**config.mk**
```make
export PLATFORM = sky130hd
export DESIGN_NAME = vocab_match_ctrl
export DESIGN_NICKNAME = d
export VERILOG_FILES = /design/src/rtl/vocab_match_ctrl.sv
export SDC_FILE = /design/constraint.sdc
export NUM_CORES = 1
export LEC_CHECK = 0
export CAP_MARGIN = 5
export CORE_UTILIZATION = 45
export CTS_BUF_LIST = sky130_fd_sc_hd__clkbuf_4 sky130_fd_sc_hd__clkbuf_8
export DETAILED_ROUTE_END_ITERATION = 6
export MAX_ROUTING_LAYER = met4
export PLACE_DENSITY = 0.86
export REMOVE_ABC_BUFFERS = 1
export SYNTH_ARGS = -nofsm -noshare
export SYNTH_HDL_FRONTEND = slang
export SYNTH_SLANG_ARGS = --single-unit
```
**constraint.sdc**
```tcl
create_clock -name clk -period 3.9 [get_ports clk]
set_input_delay 0.975 -clock clk [delete_from_list [all_inputs] [get_ports clk]]
set_output_delay 0.975 -clock clk [all_outputs]
set_load 0.05 [all_outputs]
```
**src/rtl/vocab_match_ctrl.sv**
```systemverilog
// Word-lookup sequencer: scans vocabulary SRAM entries byte by byte against the
// input-word SRAM and reports the index of the first fully matching entry.
module vocab_match_ctrl #(
    parameter  int ADDR_WIDTH  = 4,
    parameter  int DATA_WIDTH  = 8,
    parameter  int WORD_LEN    = 4,
    parameter  int NUM_ENTRIES = 4,
    localparam int IDX_W       = (NUM_ENTRIES > 1) ? $clog2(NUM_ENTRIES) : 1
) (
    input  logic                  clk,
    input  logic                  rst,
    input  logic                  start,
    output logic                  busy,
    output logic                  done,
    output logic                  found,
    output logic [IDX_W-1:0]      match_idx,
    output logic [ADDR_WIDTH-1:0] addr_v,
    output logic [ADDR_WIDTH-1:0] addr_i,
    output logic                  vocab_cs,
    output logic                  input_cs,
    input  logic [DATA_WIDTH-1:0] vocab_dout,
    input  logic [DATA_WIDTH-1:0] input_dout
);

    localparam int BYTE_W = (WORD_LEN > 1) ? $clog2(WORD_LEN) : 1;
    localparam logic [ADDR_WIDTH-1:0] WORD_LEN_A = ADDR_WIDTH'(WORD_LEN);
    localparam logic [BYTE_W-1:0]     LAST_BYTE  = BYTE_W'(WORD_LEN - 1);
    localparam logic [IDX_W-1:0]      LAST_ENTRY = IDX_W'(NUM_ENTRIES - 1);

    typedef enum logic [1:0] {
        IDLE,
        FETCH,
        CMP,
        DONE
    } state_t;

    state_t            state, state_next;
    logic [IDX_W-1:0]  entry_cnt, entry_next;
    logic [BYTE_W-1:0] byte_cnt, byte_next;
    logic              found_q, found_next;
    logic [IDX_W-1:0]  idx_q, idx_next;

    always_ff @(posedge clk) begin
        if (rst) begin
            state     <= IDLE;
            entry_cnt <= '0;
            byte_cnt  <= '0;
            found_q   <= 1'b0;
            idx_q     <= '0;
        end else begin
            state     <= state_next;
            entry_cnt <= entry_next;
            byte_cnt  <= byte_next;
            found_q   <= found_next;
            idx_q     <= idx_next;
        end
    end

    always_comb begin
        state_next = state;
        entry_next = entry_cnt;
        byte_next  = byte_cnt;
        found_next = found_q;
        idx_next   = idx_q;
        unique case (state)
            IDLE: begin
                if (start) begin
                    entry_next = '0;
                    byte_next  = '0;
                    found_next = 1'b0;
                    idx_next   = '0;
                    state_next = FETCH;
                end
            end
            FETCH: state_next = CMP;
            CMP: begin
                // A byte mismatch abandons the current entry immediately.
                if (vocab_dout == input_dout) begin
                    if (byte_cnt == LAST_BYTE) begin
                        found_next = 1'b1;
                        idx_next   = entry_cnt;
                        state_next = DONE;
                    end else begin
                        byte_next  = byte_cnt + 1'b1;
                        state_next = FETCH;
                    end
                end else if (entry_cnt == LAST_ENTRY) begin
                    found_next = 1'b0;
                    state_next = DONE;
                end else begin
                    entry_next = entry_cnt + 1'b1;
                    byte_next  = '0;
                    state_next = FETCH;
                end
            end
            DONE: state_next = IDLE;
            default: state_next = IDLE;
        endcase
    end

    assign busy      = (state == FETCH) || (state == CMP);
    assign done      = (state == DONE);
    assign vocab_cs  = (state == FETCH);
    assign input_cs  = (state == FETCH);
    assign found     = found_q;
    assign match_idx = idx_q;
    assign addr_v    = ADDR_WIDTH'(entry_cnt) * WORD_LEN_A + ADDR_WIDTH'(byte_cnt);
    assign addr_i    = ADDR_WIDTH'(byte_cnt);

endmodule

```
==> results of run 1 <==
sequential cells by signal (all words and copies together), names as in the netlist:
signal / cells
byte_cnt: 2
state: 2
entry_cnt: 2
found: 1
match_idx: 2
cells in the mapped netlist, drive strengths merged, types with 2 or more instances:
cell / n / share of area
a21oi: 4 / 0.027
o32ai: 2 / 0.023
a211oi: 2 / 0.020
nand4: 4 / 0.054
xnor2: 8 / 0.094
a31oi: 3 / 0.025
mux2i: 3 / 0.040
buf: 7 / 0.072
o211ai: 2 / 0.020
nand2b: 3 / 0.025
nor2: 8 / 0.044
dfxtp: 9 / 0.24
ha: 7 / 0.12
nand2: 7 / 0.035
inv: 5 / 0.025
how the worst min path moves through the flow:
stage                 start            to  slack (ps)  cells past startpoint
6_report       match_idx[0]  match_idx[0]         500                      2
5_1_grt        match_idx[0]  match_idx[0]         530                      2
4_1_cts        match_idx[0]  match_idx[0]         500                      2
3_5_place_dp   match_idx[0]  match_idx[0]         490                      2
3_3_place_gp   match_idx[1]  match_idx[1]         480                      2
2_1_floorplan      state[0]      state[1]         510                      2
kinds of logic after synthesis:
family | Yosys count | share of synthesized area
flip-flops | 9 | 0.241
other | 1 | 0.00502
buffers and inverters | 13 | 0.109
AND/OR/NAND/NOR | 26 | 0.193
AO/OA/AOI/OAI | 19 | 0.186
adder cells (fa/ha/maj) | 7 | 0.117
multiplexers | 4 | 0.0553
XOR/XNOR | 8 | 0.0938
final cells by class:
cell class                      instances  share of cell area
Clock buffer                            4              0.0286
Inverter                                5              0.0179
Sequential cell                         9               0.172
Multi-Input combinational cell         66               0.467
Tap cell                               16              0.0191
Timing Repair Buffer                   31               0.296
report_power, final:
| group | switching (mW) | internal (mW) |
|---|---|---|
| Clock | 0.0362 | 0.0466 |
| Sequential | 0.00457 | 0.0956 |
| Combinational | 0.0754 | 0.0524 |
through the flow:
| step | cell area [sq um] | power (mW) |
|---|---|---|
| 2_1_floorplan | 688 | 0.186 |
| 3_5_place_dp | 1020 | 0.228 |
| 5_1_grt | 1050 | 0.325 |
| 4_1_cts | 1050 | 0.312 |
| 3_3_place_gp | 1020 | 0.227 |
| 6_report | 1050 | 0.311 |
per-layer routing:
layer | vias to the layer above | track usage | part of all wire
li1 | 361 | - | -
met2 | 28 | 0.309 | 0.48
met3 | 7 | 0.0553 | 0.060
met1 | 337 | 0.253 | 0.43
met5 | - | - | 0
met4 | 0 | 0.131 | 0.023
worst register-to-register path, cell delays in order, from the launching register on:
cell and delay (ps):
sky130_fd_sc_hd__dfxtp_1 360, sky130_fd_sc_hd__inv_1 120, sky130_fd_sc_hd__ha_1 530, sky130_fd_sc_hd__mux2i_1 320
sky130_fd_sc_hd__nor2_1 240, sky130_fd_sc_hd__o211ai_1 120, sky130_fd_sc_hd__a221oi_1 330
==> run summary, run 1 <==
### Run status
- **outcome** completed

### Finish
- **most frequent cells in the layout** sky130_fd_sc_hd__clkdlybuf4s50_1 (31), sky130_fd_sc_hd__dfxtp_1 (9), sky130_fd_sc_hd__xnor2_1 (8)
- **number of nets in the layout** 142
- **count of antenna diodes in the layout** 0
- **most common library cell in the layout ignoring fill and taps** sky130_fd_sc_hd__clkdlybuf4s50_1
- **synthesis-to-finish area growth** 40.4%
- **layout cell share with drive strength beyond 1** 0.0696
- **sequential cell area in the final layout** 180 sq um
- **area occupied by multi-input gates** 489 sq um
- **final std cells w/o fill** 131
- **final core utilization** 0.688
- **number of filler instances in the final layout** 135

### Die
- **die footprint** 1830 sq um
- **cell row count** 14
- **Chip Width** 42.7 um
- **DIE HEIGHT** 42.7 um
- **effective utilization at floorplan** 0.490
- **Std-Cell Core Area** 1520 sq um
- **total I/O pin count** 34

### Placed design
- **setup slack after placement** 975 ps
- **placed cells** 127
- **HPWL after detailed placement** 1.30 mm
- **number of input and output port buffers inserted** 31
- **gp weighted congestion** 0.754

### Critical path
- **logic depth of the worst path, buffers included** 3
- **largest stage delay on the critical path** 790 ps
- **cell with the biggest individual delay on the critical path** sky130_fd_sc_hd__clkdlybuf4s50_1
- **arrival time at the worst endpoint** 1870 ps
- **kind of end point of the critical path** output pin
- **Setup crit end** busy
- **type of the worst setup path** reg2out
- **category of cells accounting for the largest share of critical-path delay** buffers and inverters
- **startpoint class of the critical path** flip-flop
- **maximum fanout encountered on the critical timing path** 6
- **count of buffering cells on the critical path with inverters included** 2
- **beginning of the critical path** state[0]
- **worst path cell trace** inv_1 -> ha_1 -> clkdlybuf4s50_1
- **Worst EP required** 2920 ps
- **number of cells on the worst reg-to-reg path** 6
- **end of the worst register-to-register path** entry_cnt[0]
- **beginning of the worst register-to-register path** state[0]
- **Worst R2R Setup Slack** 1780 ps

### Clock network
- **clock latency on the worst-skew pair** 270 ps
- **clock slew at reported path FFs** 60 ps
- **clock tree from TritonCTS** built
- **Num CTS Buffers** 3
- **maximum level of the CTS H-tree** 1
- **hold buffer count at cts** 0
- **number of clock sinks seen by CTS** 9
- **CTS Root Cell** sky130_fd_sc_hd__clkbuf_4
- **post-CTS setup-driven buffer insertion count** 0
- **maximum clock path buffer count** 2
- **post-cts gate resize count** 0

### Yosys
- **number of warnings printed during yosys synthesis** 0
- **netlist area before placement** 747 sq um
- **synthesized instance count** 87
- **Post-synth EDFFs** 0
- **fraction of registers with async set/reset** 0
- **synthesized flop and latch total** 9
- **synthesized area divided by synthesized cell count** 8.59 sq um
- **Primary FF master, synth** sky130_fd_sc_hd__dfxtp_1
- **count of different cell masters after synthesis** 32
- **sequential cell area fraction in the yosys report** 0.241

### Route
- **vias per cell** 5.60
- **Routed Wire Length** 1.73 mm
- **number of search-and-repair iterations in the first detailed-routing pass** 4
- **Post-route DRC** 0
- **Antenna Nets Post-Route** 0
- **average routed wire per standard cell** 13.2 um
- **total vias in the final route** 733
- **Detailed Route Iter0 Violations** 12

### Timing
- **worst clock skew** 1.68 ps
- **TNS Setup** 0 ps
- **Setup-failing EPs final** 0
- **highest clock rate** 351 MHz
- **fin crit share** 0.730
- **Hold Vio Cnt, Final** 0
- **transition time at the pin with the least slew margin** 573 ps
- **Hold Worst Slack** 496 ps
- **worst slew margin relative to its limit** 0.618
- **final number of max-transition violations** 0
- **RSZ-0062 raised after global routing** no
- **time the worst path needs with I/O delays and setup** 2850 ps
- **worst-case setup margin in the final layout** 1050 ps

### Global route
- **Overall Global Routing Usage** 0.210
- **number of global-route vias before repair** 650
- **wire length of the first global-routing pass** 2.86 mm
- **initial antenna violation count** 0
- **pin count of the biggest net entering global routing** 17
- **total grt overflow** 0

### Power and ir drop
- **Pwr Density** 296 nW/um^2
- **leakage power total** 0.389 nW
- **Peak VDD IR** 0.238 mV

### Job
- **max-cap check violation count** 0

### Hold path
- **Hold/Removal Path Class** reg2reg

Note: power is estimated with default switching activity, not from simulation.
==> inputs of run 2 (changes only) <==
Settings changed: CORE_UTILIZATION 45 to 38, PLACE_DENSITY 0.86 to 0.77.
Clock period 3.9 ns to 2.29 ns, I/O delays scaled along.
==> run summary, run 2 (synthesis gave the netlist of run 1 again) <==
### Run status
- **outcome** completed

### Finish
- **number of nets in the layout** 145, +2.1%
- **layout cell share with drive strength beyond 1** 0.127, +0.0576
- **synthesis-to-finish area growth** 43.6%
- **number of filler instances in the final layout** 162, +20%
- **count of antenna diodes in the layout** 0, unchanged
- **most common library cell in the layout ignoring fill and taps** sky130_fd_sc_hd__clkdlybuf4s50_1
- **most frequent cells in the layout** sky130_fd_sc_hd__clkdlybuf4s50_1 (27), sky130_fd_sc_hd__dfxtp_1 (9), sky130_fd_sc_hd__xnor2_1 (8)
- **final core utilization** 0.601, -0.0866

### Critical path
- **Worst R2R Setup Slack** 460 ps, -1320 ps
- **kind of end point of the critical path** output pin
- **beginning of the worst register-to-register path** state[1]
- **type of the worst setup path** reg2out
- **cell with the biggest individual delay on the critical path** sky130_fd_sc_hd__clkdlybuf4s50_1
- **end of the worst register-to-register path** byte_cnt[1]
- **worst path cell trace** clkdlybuf4s50_1
- **largest stage delay on the critical path** 840 ps, +50 ps
- **category of cells accounting for the largest share of critical-path delay** buffers and inverters
- **startpoint class of the critical path** flip-flop
- **number of cells on the worst reg-to-reg path** 6, unchanged
- **Worst EP required** 1720 ps, -1200 ps
- **count of buffering cells on the critical path with inverters included** 1, -1
- **maximum fanout encountered on the critical timing path** 7, +1
- **arrival time at the worst endpoint** 1550 ps, -320 ps

### Timing
- **Hold Vio Cnt, Final** 0, unchanged
- **transition time at the pin with the least slew margin** 505 ps, -68.1 ps
- **final number of max-transition violations** 0, unchanged
- **RSZ-0062 raised after global routing** no
- **time the worst path needs with I/O delays and setup** 2130 ps
- **Setup-failing EPs final** 0, unchanged
- **TNS Setup** 0 ps, unchanged
- **worst clock skew** 15.3 ps, +13.6 ps
- **fin crit share** 0.928
- **highest clock rate** 470 MHz
- **worst slew margin relative to its limit** 0.654, +0.0358

### Clock network
- **CTS Root Cell** sky130_fd_sc_hd__clkbuf_4
- **number of clock sinks seen by CTS** 9, unchanged
- **maximum level of the CTS H-tree** 1, unchanged
- **Num CTS Buffers** 3, unchanged
- **post-cts gate resize count** 0, unchanged
- **post-CTS setup-driven buffer insertion count** 0, unchanged
- **clock latency on the worst-skew pair** 280 ps, about the same
- **maximum clock path buffer count** 2, unchanged
- **hold buffer count at cts** 0, unchanged
- **clock tree from TritonCTS** built
- **clock slew at reported path FFs** 70 ps, about the same

### Global route
- **initial antenna violation count** 0, unchanged
- **wire length of the first global-routing pass** 2.79 mm, -2.7%
- **layer with the highest usage** met2
- **total grt overflow** 0, unchanged
- **met1 GRT Util** 0.227, -0.0259
- **number of global-route vias before repair** 657, +1.1%
- **Overall Global Routing Usage** 0.188, -0.0223
- **met2 track demand over resource in global routing** 0.278, -0.0313
- **pin count of the biggest net entering global routing** 12, -5
- **met3 demand-to-capacity share in global routing** 0.0706, +0.0153

### Route
- **Antenna Nets Post-Route** 0, unchanged
- **Post-route DRC** 0, unchanged
- **number of search-and-repair iterations in the first detailed-routing pass** 4, unchanged
- **Detailed Route Iter0 Violations** 18, +6
- **vias per cell** 5.11, -8.6%
- **total vias in the final route** 731, -0.27%
- **average routed wire per standard cell** 11.9 um, -10%
- **Routed Wire Length** 1.70 mm, -1.7%

### Job
- **max-cap check violation count** 0, unchanged

### Power and ir drop
- **leakage power total** 0.411 nW, +5.8%
- **Peak VDD IR** 0.314 mV, +32%
- **Pwr Density** 492 nW/um^2, +66%

### Die
- **total I/O pin count** 34, unchanged
- **die footprint** 2150 sq um, +18%
- **effective utilization at floorplan** 0.419, -0.0712
- **cell row count** 15, +1
- **Std-Cell Core Area** 1780 sq um, +17%
- **DIE HEIGHT** 46.3 um, +8.4%
- **Chip Width** 46.3 um, +8.4%

### Placed design
- **gp weighted congestion** 0.788, +4.5%
- **HPWL after detailed placement** 1.39 mm, +6.9%
- **number of input and output port buffers inserted** 31, unchanged

### Hold path
- **Hold/Removal Path Class** reg2reg
- **hold-critical path depth** 2, unchanged
- **source of the worst hold timing path** match_idx[1]
- **Worst Hold End** match_idx[1]

run 2: cell count changes in the layout (fill, tap and decap cells not counted), sizes merged:
cell,change
buf,+7
clkdlybuf4s50,-4
run 2: metrics by stage:
step                      area [sq um]  hold slack, ps  cells  setup slack [ps]  power, mW
final                             1070             483    143               164      0.528
after global routing              1070             520    143              82.7      0.558
after CTS                         1070             492    143               158      0.530
after detailed placement          1040             484    139               109      0.388
after global placement            1040             481    139               160      0.385
after floorplan                    688             512     80               298      0.316
run 2: area by class of cell:
class | instances | area (sq um) | area share
Clock buffer | 4 | 30.0 | 0.0280
Tap cell | 25 | 31.3 | 0.0292
Sequential cell | 9 | 180 | 0.168
Inverter | 5 | 18.8 | 0.0175
Multi-Input combinational cell | 66 | 489 | 0.456
Timing Repair Buffer | 34 | 323 | 0.301
run 2: worst max path at each step:
stage,startpoint,cells after the start,end,slack (ps)
final,byte_cnt[0],1,addr_i[0],160
after global routing,byte_cnt[0],1,addr_v[0],80
after CTS,byte_cnt[0],1,addr_i[0],160
after detailed placement,input_dout[5],6,state[1],110
after global placement,input_dout[1],6,state[1],160
after floorplan,byte_cnt[0],4,state[1],300
run 2: metal layers:
metal / part of all wire / up-vias
met5: 0 / -
met3: 0.049 / 4
li1: - / 368
met2: 0.48 / 20
met1: 0.45 / 339
met4: 0.012 / 0
run 2: report_power, final:
group,switching (mW),internal (mW)
combinational,0.127,0.0868
sequential,0.00783,0.163
clock,0.0634,0.0793
total,0.199,0.329
==> inputs of run 3 (changes only) <==
Settings changed: ABC_AREA set to 1, CORE_UTILIZATION 38 to 41, PLACE_DENSITY 0.77 to 0.79.
==> run summary, run 3 <==
### Critical path
- **kind of end point of the critical path** output pin
- **beginning of the critical path** state[0]
- **Worst R2R Setup Slack** 670 ps, +210 ps
- **maximum fanout encountered on the critical timing path** 3, -4
- **end of the worst register-to-register path** entry_cnt[0]
- **startpoint class of the critical path** flip-flop
- **arrival time at the worst endpoint** 1540 ps, about the same
- **number of cells on the worst reg-to-reg path** 11, +5
- **Setup crit end** done
- **Worst EP required** 1720 ps, about the same
- **beginning of the worst register-to-register path** state[0]
- **type of the worst setup path** reg2out

### Yosys
- **fraction of registers with async set/reset** 0, unchanged
- **netlist area before placement** 883 sq um, +18%
- **Primary FF master, synth** sky130_fd_sc_hd__dfxtp_1
- **number of warnings printed during yosys synthesis** 0, unchanged
- **library cell with the highest instance count after synthesis** sky130_fd_sc_hd__nand2_1
- **Post-synth EDFFs** 0, unchanged
- **sequential cell area fraction in the yosys report** 0.204, -0.0372
- **count of different cell masters after synthesis** 20, -38%
- **cell taking the most area after synthesis** sky130_fd_sc_hd__dfxtp_1
- **top-area cell type share of the netlist area** 0.204, -0.0372
- **synthesized flop and latch total** 9, unchanged
- **synthesized area divided by synthesized cell count** 5.74 sq um, -33%
- **synthesized instance count** 154, +77%
- **top cells by area in the synthesized netlist** sky130_fd_sc_hd__dfxtp_1 (20%), sky130_fd_sc_hd__nand2_1 (20%), sky130_fd_sc_hd__inv_1 (13%), sky130_fd_sc_hd__ha_1 (9.9%), sky130_fd_sc_hd__nor2_1 (8.1%)
- **commonest cells in the synthesized netlist** sky130_fd_sc_hd__nand2_1 (47), sky130_fd_sc_hd__inv_1 (31), sky130_fd_sc_hd__nor2_1 (19)

### Timing
- **final number of max-transition violations** 0, unchanged
- **time the worst path needs with I/O delays and setup** 2120 ps, -8.81 ps
- **worst clock skew** 2.32 ps, -12.9 ps
- **Setup-failing EPs final** 0, unchanged
- **transition time at the pin with the least slew margin** 500 ps, -4.51 ps
- **RSZ-0062 raised after global routing** no
- **TNS Setup** 0 ps, unchanged
- **fin crit share** 0.925, -0.00385
- **Hold Vio Cnt, Final** 0, unchanged
- **Hold Worst Slack** 495 ps, +11.8 ps
- **worst slew margin relative to its limit** 0.666, +0.0116
- **highest clock rate** 472 MHz, +0.42%

### Placed design
- **gp weighted congestion** 0.801, +1.6%
- **placed cells** 208, +50%
- **HPWL after detailed placement** 1.51 mm, +8.8%
- **number of input and output port buffers inserted** 31, unchanged

### Route
- **Routed Wire Length** 1.80 mm, +5.7%
- **Antenna Nets Post-Route** 0, unchanged
- **Post-route DRC** 0, unchanged
- **total vias in the final route** 942, +29%
- **Detailed Route Iter0 Violations** 12, -6
- **vias per cell** 4.44, -13%
- **average routed wire per standard cell** 8.47 um, -29%
- **number of search-and-repair iterations in the first detailed-routing pass** 4, unchanged

### Die
- **Std-Cell Core Area** 2000 sq um, +12%
- **cell row count** 16, +1
- **Chip Width** 48.4 um, +4.5%
- **total I/O pin count** 34, unchanged
- **effective utilization at floorplan** 0.441, +0.0223
- **die footprint** 2340 sq um, +9.2%
- **DIE HEIGHT** 48.4 um, +4.5%

### Clock network
- **Num CTS Buffers** 3, unchanged
- **maximum clock path buffer count** 2, unchanged
- **post-cts gate resize count** 0, unchanged
- **clock slew at reported path FFs** 60 ps, about the same
- **maximum level of the CTS H-tree** 1, unchanged
- **CTS Root Cell** sky130_fd_sc_hd__clkbuf_4
- **clock latency on the worst-skew pair** 260 ps, -20 ps
- **number of clock sinks seen by CTS** 9, unchanged
- **post-CTS setup-driven buffer insertion count** 0, unchanged
- **hold buffer count at cts** 0, unchanged
- **clock tree from TritonCTS** built

### Power and ir drop
- **net switching fraction of the power** 0.512, +0.135
- **Sw Pwr** 546 uW, +170%
- **leakage power total** 0.644 nW, +57%
- **share of total power in the clock network** 0.123, -0.147
- **Peak VDD IR** 0.711 mV, +130%
- **Pwr Density** 880 nW/um^2, +79%
- **combinational fraction of design power** 0.655, +0.249
- **sequential power share** 0.223, -0.101
- **total internal power** 521 uW, +58%

### Hold path
- **Hold/Removal Path Class** reg2reg

### Global route
- **initial antenna violation count** 0, unchanged
- **pin count of the biggest net entering global routing** 15, +3
- **total grt overflow** 0, unchanged
- **wire length of the first global-routing pass** 3.24 mm, +16%
- **Overall Global Routing Usage** 0.179, -0.00937
- **number of global-route vias before repair** 836, +27%

### Finish
- **most common library cell in the layout ignoring fill and taps** sky130_fd_sc_hd__nand2_1
- **count of antenna diodes in the layout** 0, unchanged
- **layout cell share with drive strength beyond 1** 0.114, -0.0136
- **final std cells w/o fill** 212, +48%
- **number of filler instances in the final layout** 202, +25%
- **synthesis-to-finish area growth** 37.3%
- **most frequent cells in the layout** sky130_fd_sc_hd__nand2_1 (47), sky130_fd_sc_hd__inv_1 (31), sky130_fd_sc_hd__clkdlybuf4s50_1 (28), sky130_fd_sc_hd__nor2_1 (19), sky130_fd_sc_hd__nand3_1 (11)
- **final core utilization** 0.606, +0.00422
- **number of nets in the layout** 212, +46%

### Run status
- **outcome** completed

### Job
- **max-cap check violation count** 0, unchanged

-- run 3: worst min-delay path by stage --
stage,from,end,depth (start not counted)
3_3_place_gp,found,found,2
5_1_grt,found,found,2
4_1_cts,found,found,2
3_5_place_dp,found,found,2
6_report,found,found,2
2_1_floorplan,state[0],state[0],2
-- run 3: layer usage --
layer	up-vias	global-route usage	wire [um]
met5	-	-	0
met4	0	0.0686	21
met3	4	0.0503	76
met2	22	0.312	894
met1	405	0.191	803
li1	511	-	-
-- run 3: area by class of cell --
type	instances	area, sq um	share of cell area
repair buffers	32	310	0.256
multi-input cells	106	531	0.438
inverters	34	128	0.105
well taps	27	33.8	0.0279
flip-flops and latches	9	180	0.149
clock buffers	4	30.0	0.0248
-- run 3: power groups by stage --
stage | Sequential [mW] | Clock (mW) | Combinational, mW
2_1_floorplan | 0.394 | 0 | 0.347
3_3_place_gp | 0.239 | 0 | 0.682
3_5_place_dp | 0.242 | 0 | 0.700
4_1_cts | 0.238 | 0.138 | 0.702
5_1_grt | 0.244 | 0.145 | 0.761
6_report | 0.237 | 0.131 | 0.698
-- run 3: kinds of logic (layout without fill, tap and decap cells) --
family	Yosys count	after routing	share of synthesized area
AO/OA/AOI/OAI	5	5	0.0312
buffers and inverters	40	70	0.200
flip-flops	9	9	0.204
adder cells (fa/ha/maj)	7	7	0.0991
XOR/XNOR	1	1	0.00992
AND/OR/NAND/NOR	91	91	0.452
other	1	2	0.00425
-- run 3: stage by stage --
stage	setup WS, ps	cell area [sq um]	total power [mW]
after floorplan	481	838	0.741
after global placement	248	1180	0.921
after detailed placement	203	1180	0.941
after CTS	162	1210	1.08
after global routing	106	1210	1.15
final	173	1210	1.07
-- run 3: critical path, cell delays in order (launching register included) --
cell,delay (ps)
sky130_fd_sc_hd__dfxtp_1,350
sky130_fd_sc_hd__ha_1,150
sky130_fd_sc_hd__clkdlybuf4s50_1,790
